`src/rtl/snn_input_loader.sv`:
```
// Unpacks UART image bytes LSB-first into the 1-bit SNN input-unit RAM and pulses start per image.
// Optional trailing XOR checksum byte is enabled by defining LOADER_CKSUM_EN.
module snn_input_loader #(
  parameter int NUM_BYTES = 98,
  parameter int ADDR_W    = 10
) (
  input  logic              clk,
  input  logic              rst,
  input  logic              rx_rdy,
  input  logic [7:0]        rx_data,
  output logic              clr_rx_rdy,
  output logic [ADDR_W-1:0] ram_addr,
  output logic              ram_d,
  output logic              ram_we,
  output logic              start,
  input  logic              done,
  output logic              busy,
  output logic              img_err
);

  localparam int BC_W = $clog2(NUM_BYTES + 1);
  localparam logic [BC_W-1:0] LAST_BYTE = BC_W'(NUM_BYTES - 1);

  typedef enum logic [2:0] {
    RX_WAIT   = 3'd0,
    UNPACK    = 3'd1,
    START     = 3'd2,
    WAIT_DONE = 3'd3,
    RX_CKSUM  = 3'd4
  } state_t;

  state_t              state, state_nxt;
  logic [7:0]          shreg, shreg_nxt;
  logic [2:0]          bit_cnt, bit_cnt_nxt;
  logic [BC_W-1:0]     byte_cnt, byte_cnt_nxt;
  logic                clr_nxt, we_nxt, d_nxt, start_nxt, busy_nxt;
  logic [ADDR_W-1:0]   addr_nxt;

  // Byte k, bit b lands at 8k+b: the address is just the concatenation.
  function automatic logic [ADDR_W-1:0] pix_addr(input logic [BC_W-1:0] b,
                                                  input logic [2:0]      i);
    logic [BC_W+2:0] a;
    a = {b, i};
    return ADDR_W'(a);
  endfunction

`ifdef LOADER_CKSUM_EN
  logic [7:0] xor_acc, xor_nxt;
  logic       err_nxt;
`endif

  // Registered state and outputs
  always_ff @(posedge clk or posedge rst) begin
    if (rst) begin
      state      <= RX_WAIT;
      shreg      <= '0;
      bit_cnt    <= '0;
      byte_cnt   <= '0;
      clr_rx_rdy <= 1'b0;
      ram_we     <= 1'b0;
      ram_addr   <= '0;
      ram_d      <= 1'b0;
      start      <= 1'b0;
      busy       <= 1'b0;
`ifdef LOADER_CKSUM_EN
      xor_acc    <= '0;
      img_err    <= 1'b0;
`endif
    end else begin
      state      <= state_nxt;
      shreg      <= shreg_nxt;
      bit_cnt    <= bit_cnt_nxt;
      byte_cnt   <= byte_cnt_nxt;
      clr_rx_rdy <= clr_nxt;
      ram_we     <= we_nxt;
      ram_addr   <= addr_nxt;
      ram_d      <= d_nxt;
      start      <= start_nxt;
      busy       <= busy_nxt;
`ifdef LOADER_CKSUM_EN
      xor_acc    <= xor_nxt;
      img_err    <= err_nxt;
`endif
    end
  end

`ifndef LOADER_CKSUM_EN
  assign img_err = 1'b0;
`endif

  // Next-state and next-output logic
  always_comb begin
    state_nxt    = state;
    shreg_nxt    = shreg;
    bit_cnt_nxt  = bit_cnt;
    byte_cnt_nxt = byte_cnt;
    clr_nxt      = 1'b0;
    we_nxt       = 1'b0;
    addr_nxt     = ram_addr;
    d_nxt        = ram_d;
    start_nxt    = 1'b0;
    busy_nxt     = busy;
`ifdef LOADER_CKSUM_EN
    xor_nxt      = xor_acc;
    err_nxt      = 1'b0;
`endif
    case (state)
      RX_WAIT: begin
        if (rx_rdy) begin
          shreg_nxt   = rx_data;
          bit_cnt_nxt = 3'd0;
          clr_nxt     = 1'b1;
          state_nxt   = UNPACK;
          if (byte_cnt == '0) busy_nxt = 1'b1;
`ifdef LOADER_CKSUM_EN
          xor_nxt     = xor_acc ^ rx_data;
`endif
        end
      end
      UNPACK: begin
        we_nxt      = 1'b1;
        addr_nxt    = pix_addr(byte_cnt, bit_cnt);
        d_nxt       = shreg[0];
        shreg_nxt   = {1'b0, shreg[7:1]};
        bit_cnt_nxt = bit_cnt + 3'd1;
        if (bit_cnt == 3'd7) begin
          if (byte_cnt == LAST_BYTE) begin
            byte_cnt_nxt = '0;
`ifdef LOADER_CKSUM_EN
            state_nxt    = RX_CKSUM;
`else
            state_nxt    = START;
`endif
          end else begin
            byte_cnt_nxt = byte_cnt + BC_W'(1);
            state_nxt    = RX_WAIT;
          end
        end
      end
      START: begin
        start_nxt = 1'b1;
        state_nxt = WAIT_DONE;
      end
      WAIT_DONE: begin
        // A byte held by the UART here stays pending until the core is done.
        if (done) begin
          busy_nxt  = 1'b0;
          state_nxt = RX_WAIT;
        end
      end
      RX_CKSUM: begin
`ifdef LOADER_CKSUM_EN
        if (rx_rdy) begin
          clr_nxt = 1'b1;
          xor_nxt = '0;
          if (rx_data == xor_acc) begin
            state_nxt = START;
          end else begin
            err_nxt   = 1'b1;
            busy_nxt  = 1'b0;
            state_nxt = RX_WAIT;
          end
        end
`else
        state_nxt = RX_WAIT;
`endif
      end
      default: state_nxt = RX_WAIT;
    endcase
  end

endmodule

```
`config.mk`:
```
export PLATFORM = sky130hd
export DESIGN_NAME = snn_input_loader
export DESIGN_NICKNAME = d
export VERILOG_FILES = /design/src/rtl/snn_input_loader.sv
export SDC_FILE = /design/constraint.sdc
export NUM_CORES = 1
export LEC_CHECK = 0
export BUFFER_PORTS_ARGS = -buffer_cell sky130_fd_sc_hd__buf_4
export CAP_MARGIN = 15
export CELL_PAD_IN_SITES_DETAIL_PLACEMENT = 0
export CELL_PAD_IN_SITES_GLOBAL_PLACEMENT = 2
export CORE_MARGIN = 5
export CORE_UTILIZATION = 38
export CTS_BUF_LIST = sky130_fd_sc_hd__clkbuf_4
export CTS_CLUSTER_DIAMETER = 30
export DETAILED_ROUTE_END_ITERATION = 8
export PLACE_DENSITY = 0.95
export SETUP_SLACK_MARGIN = 0.05
export SYNTH_ARGS = -nofsm -noshare
export SYNTH_HDL_FRONTEND = slang
export SYNTH_SLANG_ARGS = --single-unit
```
`constraint.sdc`:
```
create_clock -name clk -period 4.6 [get_ports clk]
set_input_delay 0.46 -clock clk [delete_from_list [all_inputs] [get_ports clk]]
set_output_delay 0.46 -clock clk [all_outputs]
set_load 0.01 [all_outputs]
```
==> results.sh, run 1 <==
export IMPL_status="completed"
export IMPL_crit_path_top_delay_cell="dfrtp_1"
export IMPL_crit_path_start="state[1]"
export IMPL_start_kind="flop"
export IMPL_cp_num_cells=4
export IMPL_cts_sinks=35
export IMPL_placed_cells=230
export IMPL_tritoncts="built"
export IMPL_htreeDepth=2
export IMPL_cts_root_buf="clkbuf_4"
export IMPL_grt_max_degree=36
export IMPL_cts_setup_buffers=0
export IMPL_crit_path_max_incr_delay_ns=0.48
export IMPL_cts_resized=0
export IMPL_finalMaxSlewViolations=0
export IMPL_max_slew_margin_pct=49.36
export IMPL_row_count=23
export IMPL_worst_slew_pin_slew_ns=0.7588
export IMPL_final_antenna_net_count=0
export IMPL_setup_viol=0
export IMPL_rrSetupSlack_ns=2.72
export IMPL_finalHoldViolCount=0
export IMPL_worstPathRequired_ns=4.83
export IMPL_grt_use_total_pct=12.99
export IMPL_layout_commonest_cell="nand2_1"
export IMPL_rsz0062_at_grt="no"
export IMPL_multi_input_area_um2=630.6
export IMPL_nNetsFinal=204
export IMPL_fillers=411
export IMPL_drive_above_1_share_pct=21.28
export IMPL_seq_area_um2=875.8
export IMPL_final_cell_mix="nand2_1, dfrtp_1, buf_4, o21ai_0, mux2i_1"
export IMPL_area_growth_pct=16.02
export IMPL_die_width_um=74.74
export IMPL_fin_crit_ns=1.879
export IMPL_dieArea_mm2=0.005586
export IMPL_diodes=0
export IMPL_p_leak_nw=0.9029
export IMPL_ios=28
export IMPL_finalSetupTns_ns=0
export IMPL_drv_cap=0
export IMPL_place_ws_ns=2.718
export IMPL_route_detailed_drc=0
export IMPL_overflow=0
export IMPL_postSynthAreaPerCell_um2=9.772
export IMPL_synthAdderAreaFrac_pct=3.928
export IMPL_worstPathCellList="nand2b_1 > inv_2 > nand3_1 > o31ai_1"
export IMPL_clockBufferDepth=2
export IMPL_dp_hpwl_mm=2.195
export IMPL_worst_path_buf_inv=1
export IMPL_ys_seq_elements=35
export IMPL_routed_wl_mm=3.138
export IMPL_numCtsBuffers=5
export IMPL_core_area_mm2=0.004029
export IMPL_clkSlewWorstSetupHoldPaths_ns=0.10
export IMPL_synth_xor_area_share_pct=0.5499
export IMPL_power_per_cell_area_mw_per_mm2=536.8
export IMPL_yosys_area_share_simple_pct=19.64
export IMPL_fin_worst_skew_ns=0.006505
export IMPL_fin_ws_ns=2.721
export IMPL_final_cells=238
export IMPL_crit_path_end_kind="flop"
export IMPL_ys_types=31
export IMPL_synth_compound_area_share_pct=9.584
export IMPL_ys_warn_count=0
export IMPL_syn_num_nets=180
export IMPL_grt_pass1_vias=1239
export IMPL_worstReg2RegEnd="byte_cnt[2]"
export IMPL_firstDrtPassIters=4
export IMPL_period_share_pct=40.85
export IMPL_endpoint="byte_cnt[2]"
export IMPL_routedWlPerCell_um=13.18
export IMPL_synthCells=163
export IMPL_ys_seq_area_share_pct=54.99
export IMPL_grt_pass1_wl_mm=5.561
export IMPL_clk_latency_ns=0.32
export IMPL_syn_area_mm2=0.001593
export IMPL_synth_top_family_by_area="simple AND/OR/NAND/NOR gates"
export IMPL_grt_antenna_before_repair=0
export IMPL_cts_hold_buf=0
export IMPL_portBuffers=26
export IMPL_path_delay_family="simple AND/OR/NAND/NOR gates"
export IMPL_gp_congestion=0.7312
export IMPL_r2r_start="state[1]"
export IMPL_p_total_w=0.0009920
export IMPL_num_vias=1173
export IMPL_initial_core_util_pct=39.53
export IMPL_cp_max_fo=28
export IMPL_arrival_ns=2.11
export IMPL_dieHeight_um=74.74
export IMPL_vias_per_cell=4.929
export IMPL_synth_mux_area_share_pct=5.656
export IMPL_rr_worst_depth=4
export IMPL_hold_path_class="in -> async"
export IMPL_hold_slack_ns=0.2300
export IMPL_ir_worst_vdd_v=0.0002550
export IMPL_drt_iter0_drc=52
export IMPL_timing_fmax_ghz=0.5322
export IMPL_worstSetupPathType="reg -> reg"
-- how the worst min path moves through the flow --
stage | cells after the start | to | slack (ns) | startpoint
2_1_floorplan | 2 | ram_d | 0.44 | shreg[0]
5_1_grt | 3 | clr_rx_rdy | 0.27 | rst
3_5_place_dp | 2 | ram_d | 0.45 | shreg[0]
4_1_cts | 3 | ram_addr[1] | 0.23 | rst
3_3_place_gp | 2 | shreg[4] | 0.46 | shreg[5]
6_report | 3 | clr_rx_rdy | 0.23 | rst
-- synth_stat cells --
library cell / number / area share, %
nand2_1: 51 / 12
dfrtp_1: 35 / 55
o21ai_0: 15 / 4.7
mux2i_1: 9 / 5.7
nor2_1: 8 / 1.9
ha_1: 5 / 3.9
inv_1: 4 / 0.94
buf_2: 3 / 0.94
buf_6: 3 / 2.1
clkbuf_1: 3 / 0.71
nand3_1: 3 / 0.94
o21ai_1: 3 / 0.94
a21oi_1: 2 / 0.63
a31oi_1: 2 / 0.79
a22o_1: 1 / 0.55
a41oi_2: 1 / 1.0
and4_1: 1 / 0.55
buf_4: 1 / 0.47
conb_1: 1 / 0.24
inv_2: 1 / 0.24
nand2b_1: 1 / 0.39
nand3b_1: 1 / 0.47
nand4_1: 1 / 0.39
nor2b_1: 1 / 0.39
nor3_2: 1 / 0.63
nor3b_4: 1 / 1.2
o21bai_1: 1 / 0.47
o31ai_1: 1 / 0.47
or2_2: 1 / 0.39
or3_1: 1 / 0.39
xor2_1: 1 / 0.55
-- area by class of cell --
cell class / instances / share of cell area (%)
tap: 50 / 3.385
multi-input combinational: 113 / 34.12
clock inverter: 1 / 0.2708
clock buffer: 7 / 2.844
timing repair buffer: 27 / 10.97
sequential: 35 / 47.39
inverter: 5 / 1.016
-- through the flow --
stage	util, %	cell area, µm²
5_1_grt	45.87	1848
3_5_place_dp	44.44	1790
6_report	45.87	1848
2_1_floorplan	-	1593
4_1_cts	45.87	1848
3_3_place_gp	44.44	1790
-- tightest hold or removal path: stages --
cell and delay (ns):
buf_4 0.11, inv_1 0.04, buf_4 0.39
-- registers in the layout, summed over array words and instances (netlist names) --
register	count
bit_cnt	3
busy	1
byte_cnt	7
clr_rx_rdy	1
ram_addr	10
ram_d	1
ram_we	1
shreg	8
start	1
state	2
-- cells by family (layout without fill, tap and decap cells) --
kind of cell,Yosys count,count (layout)
compound gates,26,26
xor+xnor,1,1
fa+ha+maj,5,5
buf+inv,15,40
flops,35,35
mux,9,9
other cells,1,1
simple gates,71,71
-- report_power, final --
part | switching (W) | internal (W)
Clock | 0.0000973 | 0.0000714
Sequential | 0.0000761 | 0.000401
Combinational | 0.000202 | 0.000144
-- layer usage --
layer	vias to the layer above	GRT usage, %	share of wire (%)
met2	23	21.27	49
met1	556	16.23	44
li1	588	-	-
met3	6	3.071	4.4
met4	0	6.126	1.8
met5	-	0	0
Note: power is estimated with default switching activity, not from simulation.
==> run 2, diff against run 1 <==
--- a/config.mk
+++ b/config.mk
@@ -10,11 +10,11 @@
 export CELL_PAD_IN_SITES_DETAIL_PLACEMENT = 0
 export CELL_PAD_IN_SITES_GLOBAL_PLACEMENT = 2
 export CORE_MARGIN = 5
-export CORE_UTILIZATION = 38
+export CORE_UTILIZATION = 32
 export CTS_BUF_LIST = sky130_fd_sc_hd__clkbuf_4
 export CTS_CLUSTER_DIAMETER = 30
 export DETAILED_ROUTE_END_ITERATION = 8
-export PLACE_DENSITY = 0.95
+export PLACE_DENSITY = 0.86
 export SETUP_SLACK_MARGIN = 0.05
 export SYNTH_ARGS = -nofsm -noshare
 export SYNTH_HDL_FRONTEND = slang
==> constraint.sdc (replaced) <==
create_clock -name clk -period 1.6 [get_ports clk]
set_input_delay 0.16 -clock clk [delete_from_list [all_inputs] [get_ports clk]]
set_output_delay 0.16 -clock clk [all_outputs]
set_load 0.01 [all_outputs]
==> run 2 against run 1 <==
  * Combinational power rose to 3.3 times the previous value
  * Via count up 1.3%
  * Wire length decreased by 1.8%
  * Die area up 16%
  * Count of clock-buffer cells in the layout is 2 lower
  * Register-to-register slack worse by 2.6 ns
  * Critical endpoint is now byte_cnt[3]
  * Clock skew down 0.0053 ns
  * Non-clock buffer count up 9
==> results.sh, run 2 (synthesis results as in run 1) <==
export IMPL_status="completed"
export IMPL_gp_congestion=0.7942
export IMPL_hold_depth=2
export IMPL_final_antenna_net_count=0
export IMPL_start_kind="flop"
export IMPL_grt_pass1_vias=1182
export IMPL_grt_use_total_pct=10.45
export IMPL_worstPathRequired_ns=1.86
export IMPL_place_ws_ns=-0.008637
export IMPL_route_detailed_drc=0
export IMPL_cts_sinks=35
export IMPL_drive_above_1_share_pct=25.00
export IMPL_htreeDepth=2
export IMPL_core_area_mm2=0.004786
export IMPL_rsz0062_at_grt="yes"
export IMPL_numCtsBuffers=5
export IMPL_top_regs="ram_addr (10), shreg (8), byte_cnt (7)"
export IMPL_power_per_cell_area_mw_per_mm2=1511
export IMPL_hold_slack_ns=0.02726
export IMPL_vias_per_cell=4.517
export IMPL_clkSlewWorstSetupHoldPaths_ns=0.10
export IMPL_routed_wl_mm=3.082
export IMPL_share_comb_of_total_power_pct=38.9
export IMPL_arrival_ns=1.74
export IMPL_setup_viol=0
export IMPL_firstDrtPassIters=4
export IMPL_dp_hpwl_mm=2.179
export IMPL_p_seq_share_pct=46.2
export IMPL_grt_max_degree=36
export IMPL_drt_iter0_drc=47
export IMPL_ios=28
export IMPL_fin_worst_skew_ns=0.001165
export IMPL_final_cell_mix="nand2_1, dfrtp_1, buf_4, o21ai_0, mux2i_1"
export IMPL_worstSetupPathType="reg -> reg"
export IMPL_largest_register_ffs=10
export IMPL_hold_path_class="in -> reg"
export IMPL_overflow=0
export IMPL_p_int_w=0.001850
export IMPL_portBuffers=26
export IMPL_area_growth_pct=22.86
export IMPL_ir_worst_vdd_v=0.0004956
export IMPL_initial_core_util_pct=33.28
export IMPL_drv_cap=0
export IMPL_diodes=0
export IMPL_top_register="ram_addr"
export IMPL_row_count=25
export IMPL_placed_cells=251
export IMPL_nNetsFinal=213
export IMPL_timing_fmax_ghz=0.6750
export IMPL_cp_max_fo=4
export IMPL_rr_worst_depth=5
export IMPL_num_vias=1188
export IMPL_swShare_pct=37.43
export IMPL_cts_root_buf="clkbuf_4"
export IMPL_utilization_pct=40.89
export IMPL_crit_path_end_kind="flop"
export IMPL_fin_ws_ns=0.1184
export IMPL_p_clk_share_pct=14.9
export IMPL_clk_latency_ns=0.33
export IMPL_dieHeight_um=80.55
export IMPL_finalHoldViolCount=0
export IMPL_dieArea_mm2=0.006488
export IMPL_grt_pass1_wl_mm=5.333
export IMPL_routedWlPerCell_um=11.72
export IMPL_stdcell_area_mm2=0.001957
export IMPL_place_area_mm2=0.001854
export IMPL_tritoncts="built"
export IMPL_grt_antenna_before_repair=0
export IMPL_fin_crit_ns=1.482
export IMPL_clockBufferDepth=2
export IMPL_fillers=493
export IMPL_period_share_pct=92.60
export IMPL_die_width_um=80.55
export IMPL_p_leak_nw=0.9378
export IMPL_layout_commonest_cell="nand2_1"
export IMPL_finalMaxSlewViolations=0
export IMPL_power_switching_w=0.001107
export IMPL_final_cells=263
==> run 2: cell types whose count changed in the layout (fill, tap and decap cells not counted), sizes merged <==
cell,before,now
clkbuf,7,5
buf,27,35
clkinv,1,2
dlygate4sd3,0,1
==> run 2: repair_timing <==
item | CTS | global route
gates resized for setup | 0 | 4
buffers inserted | 2 | 2
setup endpoints to repair | 2 | 6
pin swaps | 0 | 1
hold endpoints to repair | 35 | 0
hold buffers | 1 | 0
cloned | 0 | 0
==> run 2: routing by layer <==
layer	track usage [%]	wire length, µm	part of all wire (%)	vias to the layer above
met5	0	0	0	-
met1	13.10	1433	46	566
met4	3.547	46	1.5	0
li1	-	-	-	598
met2	16.39	1436	47	19
met3	4.036	165	5.4	5
==> run 2: area by class of cell <==
type                    instances  area (µm²)  share of cell area [%]
inverters                       5       18.77                  0.9591
clock buffers                   5       37.54                   1.918
multi-input cells             113       645.6                   32.99
flip-flops and latches         35       877.1                   44.82
well taps                      67       83.83                   4.284
clock inverters                 2       8.758                  0.4476
repair buffers                 36       285.3                   14.58
==> run 2: power by group through the flow <==
| stage | clock, W | sequential [W] | combinational (W) |
|---|---|---|---|
| 3_5_place_dp | 0 | 0.00138 | 0.00108 |
| 5_1_grt | 0.000496 | 0.00141 | 0.00133 |
| 4_1_cts | 0.000460 | 0.00136 | 0.00112 |
| 3_3_place_gp | 0 | 0.00138 | 0.00106 |
| 6_report | 0.000440 | 0.00137 | 0.00115 |
| 2_1_floorplan | 0 | 0.00137 | 0.000705 |
==> run 2: worst paths after layout <==
kind / end / slack [ns] / start
setup / recovery: byte_cnt[3] / 0.12 / byte_cnt[1]
hold / removal: busy / 0.03 / done
setup reg to reg: byte_cnt[3] / 0.12 / byte_cnt[1]
hold reg to reg: ram_d / 0.48 / shreg[0]
max in group asynchronous: state[0] / 0.77 / rst
min in group asynchronous: ram_d / 0.48 / rst
==> run 2: per-stage QoR <==
step	power (W)	TNS (ns)
finish	0.002956	0
global route	0.003237	-0.02571
CTS	0.002946	0
detailed placement	0.002463	-0.008637
global placement	0.002435	0
floorplan	0.002080	0
==> run 2: critical path, stage by stage (launching register included) <==
cell,delay [ns]
dfrtp_1,0.40
inv_1,0.09
ha_1,0.20
and4_1,0.22
or3_1,0.37
mux2i_1,0.13
